[config.mk]
export PLATFORM = sky130hd
export DESIGN_NAME = muldiv_hilo_flat
export DESIGN_NICKNAME = d
export VERILOG_FILES = /design/src/rtl/muldiv_hilo_pkg.sv /design/src/rtl/muldiv_hilo_if.sv /design/src/rtl/muldiv_hilo_sign_fix.sv /design/src/rtl/muldiv_hilo.sv /design/src/flat_wrapper.sv
export SDC_FILE = /design/constraint.sdc
export NUM_CORES = 1
export LEC_CHECK = 0
export ABC_CLOCK_PERIOD_IN_PS = 8300
export BUFFER_PORTS_ARGS = -buffer_cell sky130_fd_sc_hd__buf_4
export CAP_MARGIN = 20
export CORE_MARGIN = 5
export CORE_UTILIZATION = 35
export DETAILED_ROUTE_END_ITERATION = 6
export PLACE_DENSITY = 0.61
export SETUP_SLACK_MARGIN = 0.15
export SLEW_MARGIN = 30
export SYNTH_ARGS = -nofsm -noshare
export SYNTH_HDL_FRONTEND = slang
export SYNTH_SLANG_ARGS = --single-unit
[constraint.sdc]
create_clock -name clk -period 8.3 [get_ports clk]
set_input_delay 1.66 -clock clk [delete_from_list [all_inputs] [get_ports clk]]
set_output_delay 1.66 -clock clk [all_outputs]
set_load 0.03 [all_outputs]
[src/rtl/muldiv_hilo_pkg.sv]
// Shared encodings for the multiply/divide unit: operation codes, FSM states
// and the fixed divide-by-zero quotient.
package muldiv_pkg;

   typedef enum logic [1:0] {
      OP_MULT  = 2'd0,
      OP_MULTU = 2'd1,
      OP_DIV   = 2'd2,
      OP_DIVU  = 2'd3
   } op_t;

   typedef enum logic [1:0] {
      ST_IDLE = 2'd0,
      ST_PREP = 2'd1,
      ST_RUN  = 2'd2,
      ST_FIX  = 2'd3
   } state_t;

   localparam logic [31:0] DIV0_QUOT     = 32'hFFFF_FFFF;
   localparam int          DEFAULT_ITERS = 32;

endpackage

[src/rtl/muldiv_hilo_if.sv]
// EX-stage request / HI-LO access bundle for muldiv_hilo. The master is the
// pipeline side, the slave is the multiply/divide unit.
interface muldiv_hilo_if
   import muldiv_pkg::*;
#(
   parameter int WIDTH = 32
);
   logic             start;
   op_t              op;
   logic [WIDTH-1:0] x;
   logic [WIDTH-1:0] y;
   logic             hi_we;
   logic             lo_we;
   logic [WIDTH-1:0] wdata;
   logic             busy;
   logic             done;
   logic [WIDTH-1:0] hi;
   logic [WIDTH-1:0] lo;

   modport master (
      output start, op, x, y, hi_we, lo_we, wdata,
      input  busy, done, hi, lo
   );

   modport slave (
      input  start, op, x, y, hi_we, lo_we, wdata,
      output busy, done, hi, lo
   );
endinterface

[src/rtl/muldiv_hilo_sign_fix.sv]
// Combinational sign helper: operand magnitudes for the prep step and
// conditional two's-complement negation of product, quotient and remainder.
module muldiv_sign_fix #(
   parameter int WIDTH = 32
) (
   input  logic               is_signed,
   input  logic [WIDTH-1:0]   a,
   input  logic [WIDTH-1:0]   b,
   output logic [WIDTH-1:0]   a_mag,
   output logic [WIDTH-1:0]   b_mag,
   input  logic               sign_q,
   input  logic               sign_r,
   input  logic [2*WIDTH-1:0] prod,
   input  logic [WIDTH-1:0]   quo,
   input  logic [WIDTH-1:0]   rem,
   output logic [2*WIDTH-1:0] prod_fix,
   output logic [WIDTH-1:0]   quo_fix,
   output logic [WIDTH-1:0]   rem_fix
);
   localparam int W2 = 2 * WIDTH;

   function automatic logic [WIDTH-1:0] neg_w(input logic [WIDTH-1:0] v);
      return ~v + WIDTH'(1);
   endfunction

   function automatic logic [W2-1:0] neg_w2(input logic [W2-1:0] v);
      return ~v + W2'(1);
   endfunction

   logic signed [WIDTH-1:0] a_s;
   logic signed [WIDTH-1:0] b_s;

   // The most negative operand maps onto itself, which is the correct
   // unsigned magnitude 2^(WIDTH-1).
   always_comb begin
      a_s      = a;
      b_s      = b;
      a_mag    = (is_signed && a_s < 0) ? neg_w(a) : a;
      b_mag    = (is_signed && b_s < 0) ? neg_w(b) : b;
      prod_fix = sign_q ? neg_w2(prod) : prod;
      quo_fix  = sign_q ? neg_w(quo)   : quo;
      rem_fix  = sign_r ? neg_w(rem)   : rem;
   end
endmodule

[src/rtl/muldiv_hilo.sv]
// Iterative radix-2 multiply/divide unit owning HI/LO. Optional single-cycle
// multiply path enabled by defining MULDIV_FAST_MUL_EN.
module muldiv_hilo
   import muldiv_pkg::*;
#(
   parameter int WIDTH = 32,
   parameter int ITERS = WIDTH
) (
   input  logic clk,
   input  logic rst,
   muldiv_hilo_if.slave bus
);
   localparam int CNT_W = $clog2(ITERS + 1);

   state_t             state_q, state_d;
   op_t                op_q;
   logic [WIDTH-1:0]   x_q, y_q;
   logic [WIDTH-1:0]   acc_q, mplier_q, mcand_q;
   logic [CNT_W-1:0]   cnt_q;
   logic               sign_q, sign_r;
   logic [WIDTH-1:0]   hi_q, lo_q;

   logic               is_div, is_signed;
   logic [WIDTH-1:0]   x_mag, y_mag;
   logic [2*WIDTH-1:0] prod_fix;
   logic [WIDTH-1:0]   quo_fix, rem_fix;
   logic [WIDTH:0]     mul_sum, div_shift, div_diff;
   logic               div_ge;
   logic [WIDTH-1:0]   res_hi, res_lo;

   assign is_div    = op_q[1];
   assign is_signed = ~op_q[0];

   muldiv_sign_fix #(.WIDTH(WIDTH)) u_sign_fix (
      .is_signed (is_signed),
      .a         (x_q),
      .b         (y_q),
      .a_mag     (x_mag),
      .b_mag     (y_mag),
      .sign_q    (sign_q),
      .sign_r    (sign_r),
      .prod      ({acc_q, mplier_q}),
      .quo       (mplier_q),
      .rem       (acc_q),
      .prod_fix  (prod_fix),
      .quo_fix   (quo_fix),
      .rem_fix   (rem_fix)
   );

   always_ff @(posedge clk) begin
      if (rst) state_q <= ST_IDLE;
      else     state_q <= state_d;
   end

   always_comb begin
      state_d = state_q;
      case (state_q)
         ST_IDLE: if (bus.start) state_d = ST_PREP;
`ifdef MULDIV_FAST_MUL_EN
         ST_PREP: state_d = is_div ? ST_RUN : ST_FIX;
`else
         ST_PREP: state_d = ST_RUN;
`endif
         ST_RUN:  if (cnt_q == CNT_W'(1)) state_d = ST_FIX;
         ST_FIX:  state_d = ST_IDLE;
         default: state_d = ST_IDLE;
      endcase
   end

   always_comb begin
      bus.busy = (state_q != ST_IDLE);
      bus.done = (state_q == ST_FIX);
   end

   // Multiply: {acc, mplier} shifts right one bit per step with the
   // conditional add landing in acc. Divide: acc is the partial remainder,
   // mplier shifts the dividend out and the quotient bits in.
   always_comb begin
      mul_sum   = {1'b0, acc_q} + {1'b0, (mplier_q[0] ? mcand_q : '0)};
      div_shift = {acc_q, mplier_q[WIDTH-1]};
      div_ge    = (div_shift >= {1'b0, mcand_q});
      div_diff  = div_shift - {1'b0, mcand_q};
   end

   always_ff @(posedge clk) begin
      if (rst) begin
         op_q     <= OP_MULT;
         x_q      <= '0;
         y_q      <= '0;
         acc_q    <= '0;
         mplier_q <= '0;
         mcand_q  <= '0;
         cnt_q    <= '0;
         sign_q   <= 1'b0;
         sign_r   <= 1'b0;
      end else begin
         case (state_q)
            ST_IDLE: begin
               if (bus.start) begin
                  op_q <= bus.op;
                  x_q  <= bus.x;
                  y_q  <= bus.y;
               end
            end
            ST_PREP: begin
               sign_q <= is_signed & (x_q[WIDTH-1] ^ y_q[WIDTH-1]);
               sign_r <= is_signed & x_q[WIDTH-1];
               cnt_q  <= CNT_W'(ITERS);
               acc_q  <= '0;
               if (is_div) begin
                  mplier_q <= x_mag;
                  mcand_q  <= y_mag;
               end else begin
                  mplier_q <= y_mag;
                  mcand_q  <= x_mag;
`ifdef MULDIV_FAST_MUL_EN
                  {acc_q, mplier_q} <= {{WIDTH{1'b0}}, x_mag} * {{WIDTH{1'b0}}, y_mag};
`endif
               end
            end
            ST_RUN: begin
               cnt_q <= cnt_q - CNT_W'(1);
               if (is_div) begin
                  acc_q    <= div_ge ? div_diff[WIDTH-1:0] : div_shift[WIDTH-1:0];
                  mplier_q <= {mplier_q[WIDTH-2:0], div_ge};
               end else begin
                  acc_q    <= mul_sum[WIDTH:1];
                  mplier_q <= {mul_sum[0], mplier_q[WIDTH-1:1]};
               end
            end
            default: ;
         endcase
      end
   end

   // Divide by zero bypasses the iterated values entirely.
   always_comb begin
      res_hi = prod_fix[2*WIDTH-1:WIDTH];
      res_lo = prod_fix[WIDTH-1:0];
      if (is_div) begin
         if (y_q == '0) begin
            res_hi = x_q;
            res_lo = WIDTH'(DIV0_QUOT);
         end else begin
            res_hi = rem_fix;
            res_lo = quo_fix;
         end
      end
   end

   // An op result at done takes priority over a same-edge MTHI/MTLO.
   always_ff @(posedge clk) begin
      if (rst) begin
         hi_q <= '0;
         lo_q <= '0;
      end else if (state_q == ST_FIX) begin
         hi_q <= res_hi;
         lo_q <= res_lo;
      end else begin
         if (bus.hi_we) hi_q <= bus.wdata;
         if (bus.lo_we) lo_q <= bus.wdata;
      end
   end

   assign bus.hi = hi_q;
   assign bus.lo = lo_q;
endmodule

[src/flat_wrapper.sv]
// flat-port wrapper written by rule: the top's interface ports become plain ports
module muldiv_hilo_flat import muldiv_pkg::*;
#(
   parameter int WIDTH = 32,
   parameter int ITERS = WIDTH
)
  (clk, rst, bus_start, bus_op, bus_x, bus_y, bus_hi_we, bus_lo_we, bus_wdata, bus_busy, bus_done, bus_hi, bus_lo);
  muldiv_hilo_if #(.WIDTH(WIDTH)) bus_i ();
  input  logic clk;
  input  logic rst;
  input wire logic [$bits(bus_i.start)-1:0] bus_start;
  input wire logic [$bits(bus_i.op)-1:0] bus_op;
  input wire logic [$bits(bus_i.x)-1:0] bus_x;
  input wire logic [$bits(bus_i.y)-1:0] bus_y;
  input wire logic [$bits(bus_i.hi_we)-1:0] bus_hi_we;
  input wire logic [$bits(bus_i.lo_we)-1:0] bus_lo_we;
  input wire logic [$bits(bus_i.wdata)-1:0] bus_wdata;
  output wire logic [$bits(bus_i.busy)-1:0] bus_busy;
  output wire logic [$bits(bus_i.done)-1:0] bus_done;
  output wire logic [$bits(bus_i.hi)-1:0] bus_hi;
  output wire logic [$bits(bus_i.lo)-1:0] bus_lo;
  assign bus_i.start = bus_start;
  assign bus_i.op = bus_op;
  assign bus_i.x = bus_x;
  assign bus_i.y = bus_y;
  assign bus_i.hi_we = bus_hi_we;
  assign bus_i.lo_we = bus_lo_we;
  assign bus_i.wdata = bus_wdata;
  assign bus_busy = bus_i.busy;
  assign bus_done = bus_i.done;
  assign bus_hi = bus_i.hi;
  assign bus_lo = bus_i.lo;
  muldiv_hilo #(.WIDTH(WIDTH), .ITERS(ITERS)) u_core (.clk(clk), .rst(rst), .bus(bus_i));
endmodule
-- Word-level counts from Yosys, hierarchy flattened
Index checks and enable logic that the tools add are counted.
- word-level logic and storage cells: 73
- register bits after elaboration: 236
- output and inout bits: 66
- input bits: 103
- muxes and demuxes: 25
- equal/unequal tests: 6
- add/subtract/negate cells: 8
- magnitude comparators: 3
- bitwise operators: 9
- reduce and logical (&&, ||, !) cells: 10
- operator list (cell ; number):
    32-bit 2-to-1 mux ; 18
    32-bit by 1-bit adder with 32-bit output (second input constant) ; 4
    32-bit NOT ; 4
    32-bit case mux with 2 select lines ; 2
    64-bit by 1-bit adder with 64-bit output (second input constant) ; 1
    32-bit by 1-bit less-than comparator with 1-bit output (second input constant) ; 2
    64-bit 2-to-1 mux ; 1
    64-bit NOT ; 1
    32-bit by 32-bit adder with 33-bit output ; 1
    33-bit by 32-bit greater-or-equal comparator with 1-bit output ; 1
    32-bit logical NOT ; 1
    32-bit subtractor ; 1
    6-bit case mux with 2 select lines ; 1
    2-bit case mux with 4 select lines ; 1
    2-bit nonzero test ; 4
    6-bit by 1-bit equality test with 1-bit output (second input constant) ; 1
    6-bit by 1-bit subtractor with 6-bit output (second input constant) ; 1
    2-bit equality test (second input constant) ; 2
    2-bit 2-to-1 mux ; 2
    2-bit AND reduction ; 2
    1-bit AND ; 2
    2-bit by 1-bit equality test with 1-bit output (second input constant) ; 1
    1-bit logical AND ; 2
    2-bit logical NOT ; 1
    4 further kinds ; 4

-- Depth between registers and ports, before layout
- depth after elaboration: 6
- gate-level depth with buffers: 15
- depth with buffers taken out: 14

-- Modules after synthesis
From an unflattened synthesis, not the netlist that was laid out.
- cells, all modules: 2472
- area, all modules: 19244.7 µm²
- by module, submodules not included (module ; seq. area each (µm²) ; instances ; area an instance (µm²) ; cells each):
    muldiv_hilo ; 4724.5 ; 1 ; 15050.7 ; 1857
    muldiv_sign_fix ; 0.0 ; 1 ; 4194.0 ; 615

-- Least setup slack after synthesis
OpenSTA, ideal clock, no wires.
- path kind: register to register
- from: register u_core.mplier_q[3]
- to: register u_core.hi_q[25], in the netlist u_core.bus.hi[25]
- cell stages (with the launch flop): 13
- clock period less this slack: 3.503 ns
- arrival: 3.376 ns
- setup slack: 4.797 ns
- path buffers: 2
- setup time: 0.128 ns
- cell sequence: dfxtp_1 > or4_4 > or4_4 > buf_6 > or4_4 > or3_1 > buf_2 > o41a_4 > a21oi_2 > xor2_1 > o21ai_1 > a21oi_1 > nor2_1
- longest elaborated chain between the ends: 5
- RTL lines (element ; RTL line ; source):
    from (decl) ; muldiv_hilo.sv:18 ; logic [WIDTH-1:0] acc_q, mplier_q, mcand_q;
    from (signal assigned) ; muldiv_hilo.sv:111 ; mplier_q <= x_mag;
    from (signal assigned) ; muldiv_hilo.sv:114 ; mplier_q <= y_mag;
    from (signal assigned) ; muldiv_hilo.sv:125 ; mplier_q <= {mplier_q[WIDTH-2:0], div_ge};
    64-bit NOT ; muldiv_hilo_sign_fix.sv:27 ; return ~v + W2'(1);
    64-bit by 1-bit adder with 64-bit output ; muldiv_hilo_sign_fix.sv:27 ;
    64-bit 2-to-1 mux ; muldiv_hilo_sign_fix.sv:40 ; prod_fix = sign_q ? neg_w2(prod) : prod;
    32-bit 2-to-1 mux ; muldiv_hilo.sv:140 ; if (is_div) begin
    32-bit 2-to-1 mux ; muldiv_hilo.sv:156 ; end else if (state_q == ST_FIX) begin
    to (signal assigned) ; muldiv_hilo.sv:157 ; hi_q <= res_hi;
    to (signal assigned) ; muldiv_hilo.sv:160 ; if (bus.hi_we) hi_q <= bus.wdata;
    to (decl) ; muldiv_hilo.sv:21 ; logic [WIDTH-1:0] hi_q, lo_q;
Every way passes these cells.
A chain may end at the register's enable or synchronous reset.

-- Worst setup path in the final report
- from: register u_core.mplier_q[0]
- to: register u_core.hi_q[28], in the netlist u_core.bus.hi[28]
The elaborated chain is that of the path after synthesis.

==> results.yml <==
routing:
  avgRoutedWirePerCell_um: 21.06
  dr.pass1.iters: 5
  routed_wl_mm: 64.89
  drtAntennaViolNets: 0
  viasPerCell: 5.716
  drtIter0Drc: 1647
  num_vias: 17610
  route.detailed.drc: 0
global_routing:
  antenna_found_initial: 0
  grt_pass1_wl_mm: 98.97
  grt_pass1_vias: 16410
  global_route.overflow_total: 0
  grt_max_degree: 83
  gr-usage-all-layers_pct: 22.88
die:
  die_y_um: 233.9
  start_util_pct: 35.18
  dieArea_mm2: 0.05470
  rows: 82
  die_x_um: 233.9
  pin_count: 169
  core_region_area_mm2: 0.04986
critical_path:
  crit_type: "flip-flop to flip-flop"
  start_kind: "flip-flop"
  cp-startpoint: "u_core.mplier_q[0]"
  ff2ff_setup_slack_ns: 3.97
  worstPathRequired_ns: 8.74
  cp_slowest_cell: "nand4_1"
  crit_path_frequent_cell: "nor2_1"
  cp.arrival_ns: 4.78
  end_kind: "flip-flop"
  slowest_delay_ns: 0.66
  cp_max_fo: 32
  path_cells: "inv_2 > ha_1 > nand2b_1 > or4_1 > or2_2 > nor2_1 > nand4_1 > o31ai_1 > xnor2_1 > nor2_1 > a2111oi_0"
  r2r_start: "u_core.mplier_q[0]"
synthesis:
  ys_top_cells_by_count: "nand2_1 (297), nor2_1 (240), dfxtp_1 (236)"
  yosys-top-cells-area: "dfxtp_1 (27%), nand2_1 (6.4%), xor2_1 (5.8%)"
  synthCells: 2336
  synth_cell_types: 70
  ys_seq_elements: 236
  async_flop_share_pct: 0
  postSynthAreaPerCell_um2: 7.510
  synth_top_cell_area_share_pct: 26.93
  synthesis.nets: 2516
  yosys.area.top_type: "dfxtp_1"
  syn-cell-area_mm2: 0.01754
  synth_enable_flop_cells: 0
  synthFlopType: "dfxtp_1"
  yosys_warnings: 0
  yosys.cell_count.top_type: "nand2_1"
  ys_seq_area_share_pct: 26.93
layout:
  regArea_mm2: 0.004730
  utilization_pct: 40.48
  drive_above_1_share_pct: 12.33
  fillerInstances: 5189
  nets: 2565
  multi_input_area_mm2: 0.01193
  design_area_mm2: 0.02019
  n_antenna_cell: 0
  syn_to_final_growth_pct: 15.07
cts:
  clock-sinks: 236
  cts_buffer_depth: 3
  hold_buffers: 0
  ctsRootBufferMaster: "clkbuf_16"
  clk_pin_slew_ns: 0.06
  clk_latency_ns: 0.58
  cts_buffers: 30
  post_cts_buffers: 0
  post_cts_resize_count: 0
  cts_max_level: 1
  cts_tree: "yes"
worst_hold_path:
  hp-class: "flip-flop to flip-flop"
  hold_start: "u_core.mcand_q[27]"
placement:
  gp_congestion: 1.001
  place.port_buffers: 168
  placed_area_mm2: 0.01918
  hpwlAfterDp_mm: 49.63
power_and_ir_drop:
  p_sw_w: 0.002890
  p_comb_share_pct: 52.0
  clkPwrFrac_pct: 21.4
  powerDensity_mw_per_mm2: 305.3
  seqPwrFrac_pct: 26.5
  intPower_w: 0.003274
  ir_worst_vdd_v: 0.0002104
  p_leak_nw: 8.404
  sw_frac_of_total_pct: 46.88
sta:
  grt_setup_unrepaired: "no"
  min_period_ns: 4.332
  slew_headroom_pct: 42.06
  worst_pin_slew_ns: 0.8472
  drv_slew: 0
  finalClockSkew_ns: 0.01979
  holdWs_ns: 0.4761
  fmax_mhz: 230.8
  final-setup-viol-count: 0
  fin_crit_sh_pct: 52.20
  setup_tns_ns: 0
  finalHoldViolations: 0
run_status:
  status: "completed"
flow_run:
  max_cap_violations: 0
power groups by stage:
| stage | combinational (W) | clock [W] | sequential (W) |
|---|---|---|---|
| after global placement | 0.00312 | 0 | 0.00164 |
| after CTS | 0.00316 | 0.00135 | 0.00162 |
| after detailed placement | 0.00315 | 0 | 0.00164 |
| final | 0.00321 | 0.00132 | 0.00164 |
| after floorplan | 0.00227 | 0 | 0.00157 |
| after global routing | 0.00348 | 0.00139 | 0.00165 |
through the flow:
stage          instances  setup slack [ns]  power [W]
3_3_place_gp        3025             3.755   0.004759
3_5_place_dp        3025             4.014   0.004798
6_report            3081             3.968   0.006164
5_1_grt             3081             3.730   0.006529
2_1_floorplan       2336             4.797   0.003845
4_1_cts             3081             4.003   0.006134
routing by layer:
layer	share of wire (%)	vias up	routed length, µm	track usage [%]
li1	-	8381	-	-
met1	47	8376	30440	34.33
met2	42	754	27370	34.55
met3	8.4	99	5435	3.245
met4	2.5	0	1648	5.634
met5	0	-	0	0
flip-flops by register name (all words and copies together), names as in the netlist, 6 cells and up:
name             cells
u_core.mcand_q      32
u_core.y_q          32
u_core.bus.hi       32
u_core.mplier_q     32
u_core.bus.lo       32
u_core.acc_q        32
u_core.cnt_q         6
u_core.x_q          32
cells by family (layout without fill, tap and decap cells):
family | Yosys count | count (layout) | share of synthesized area [%]
buffers and inverters | 243 | 316 | 5.271
flip-flops | 236 | 236 | 26.93
XOR/XNOR | 208 | 208 | 10.38
adder cells (fa/ha/maj) | 77 | 77 | 5.577
AO/OA/AOI/OAI | 702 | 702 | 25.55
multiplexers | 73 | 73 | 5.449
AND/OR/NAND/NOR | 797 | 797 | 20.83
final timing paths:
check / to / depth (start not counted)
setup reg to reg: u_core.bus.hi[28] / 11
hold reg to reg: u_core.mcand_q[27] / 2
hold / removal: u_core.mcand_q[27] / 2
setup / recovery: u_core.bus.hi[28] / 11
layout by cell type (no fill, tap or decap), drive strengths merged, types with 30 or more instances in the layout:
cell type / instances
a211oi: 114
a21o: 44
a21oi: 201
buf: 188
clkbuf: 43
dfxtp: 236
ha: 75
inv: 73
mux2i: 46
nand2: 297
nand2b: 31
nor2: 240
nor2b: 73
o211ai: 43
o21ai: 158
o31ai: 30
xnor2: 91
xor2: 117
area by class of cell:
type | count | area share (%)
multi-input cells | 1857 | 59.08
flip-flops and latches | 236 | 23.43
repair buffers | 188 | 7.010
clock buffers | 43 | 4.258
well taps | 672 | 4.165
inverters | 72 | 1.339
clock inverters | 13 | 0.7190
critical path, delay by kind of cell, from the launching register on:
family	cells	cell delay, ns
simple gates	6	1.93
compound gates	2	0.94
buf+inv	1	0.51
flops	1	0.36
fa+ha+maj	1	0.29
xor+xnor	1	0.16
No activity file was read; power rests on OpenSTA's default activity.
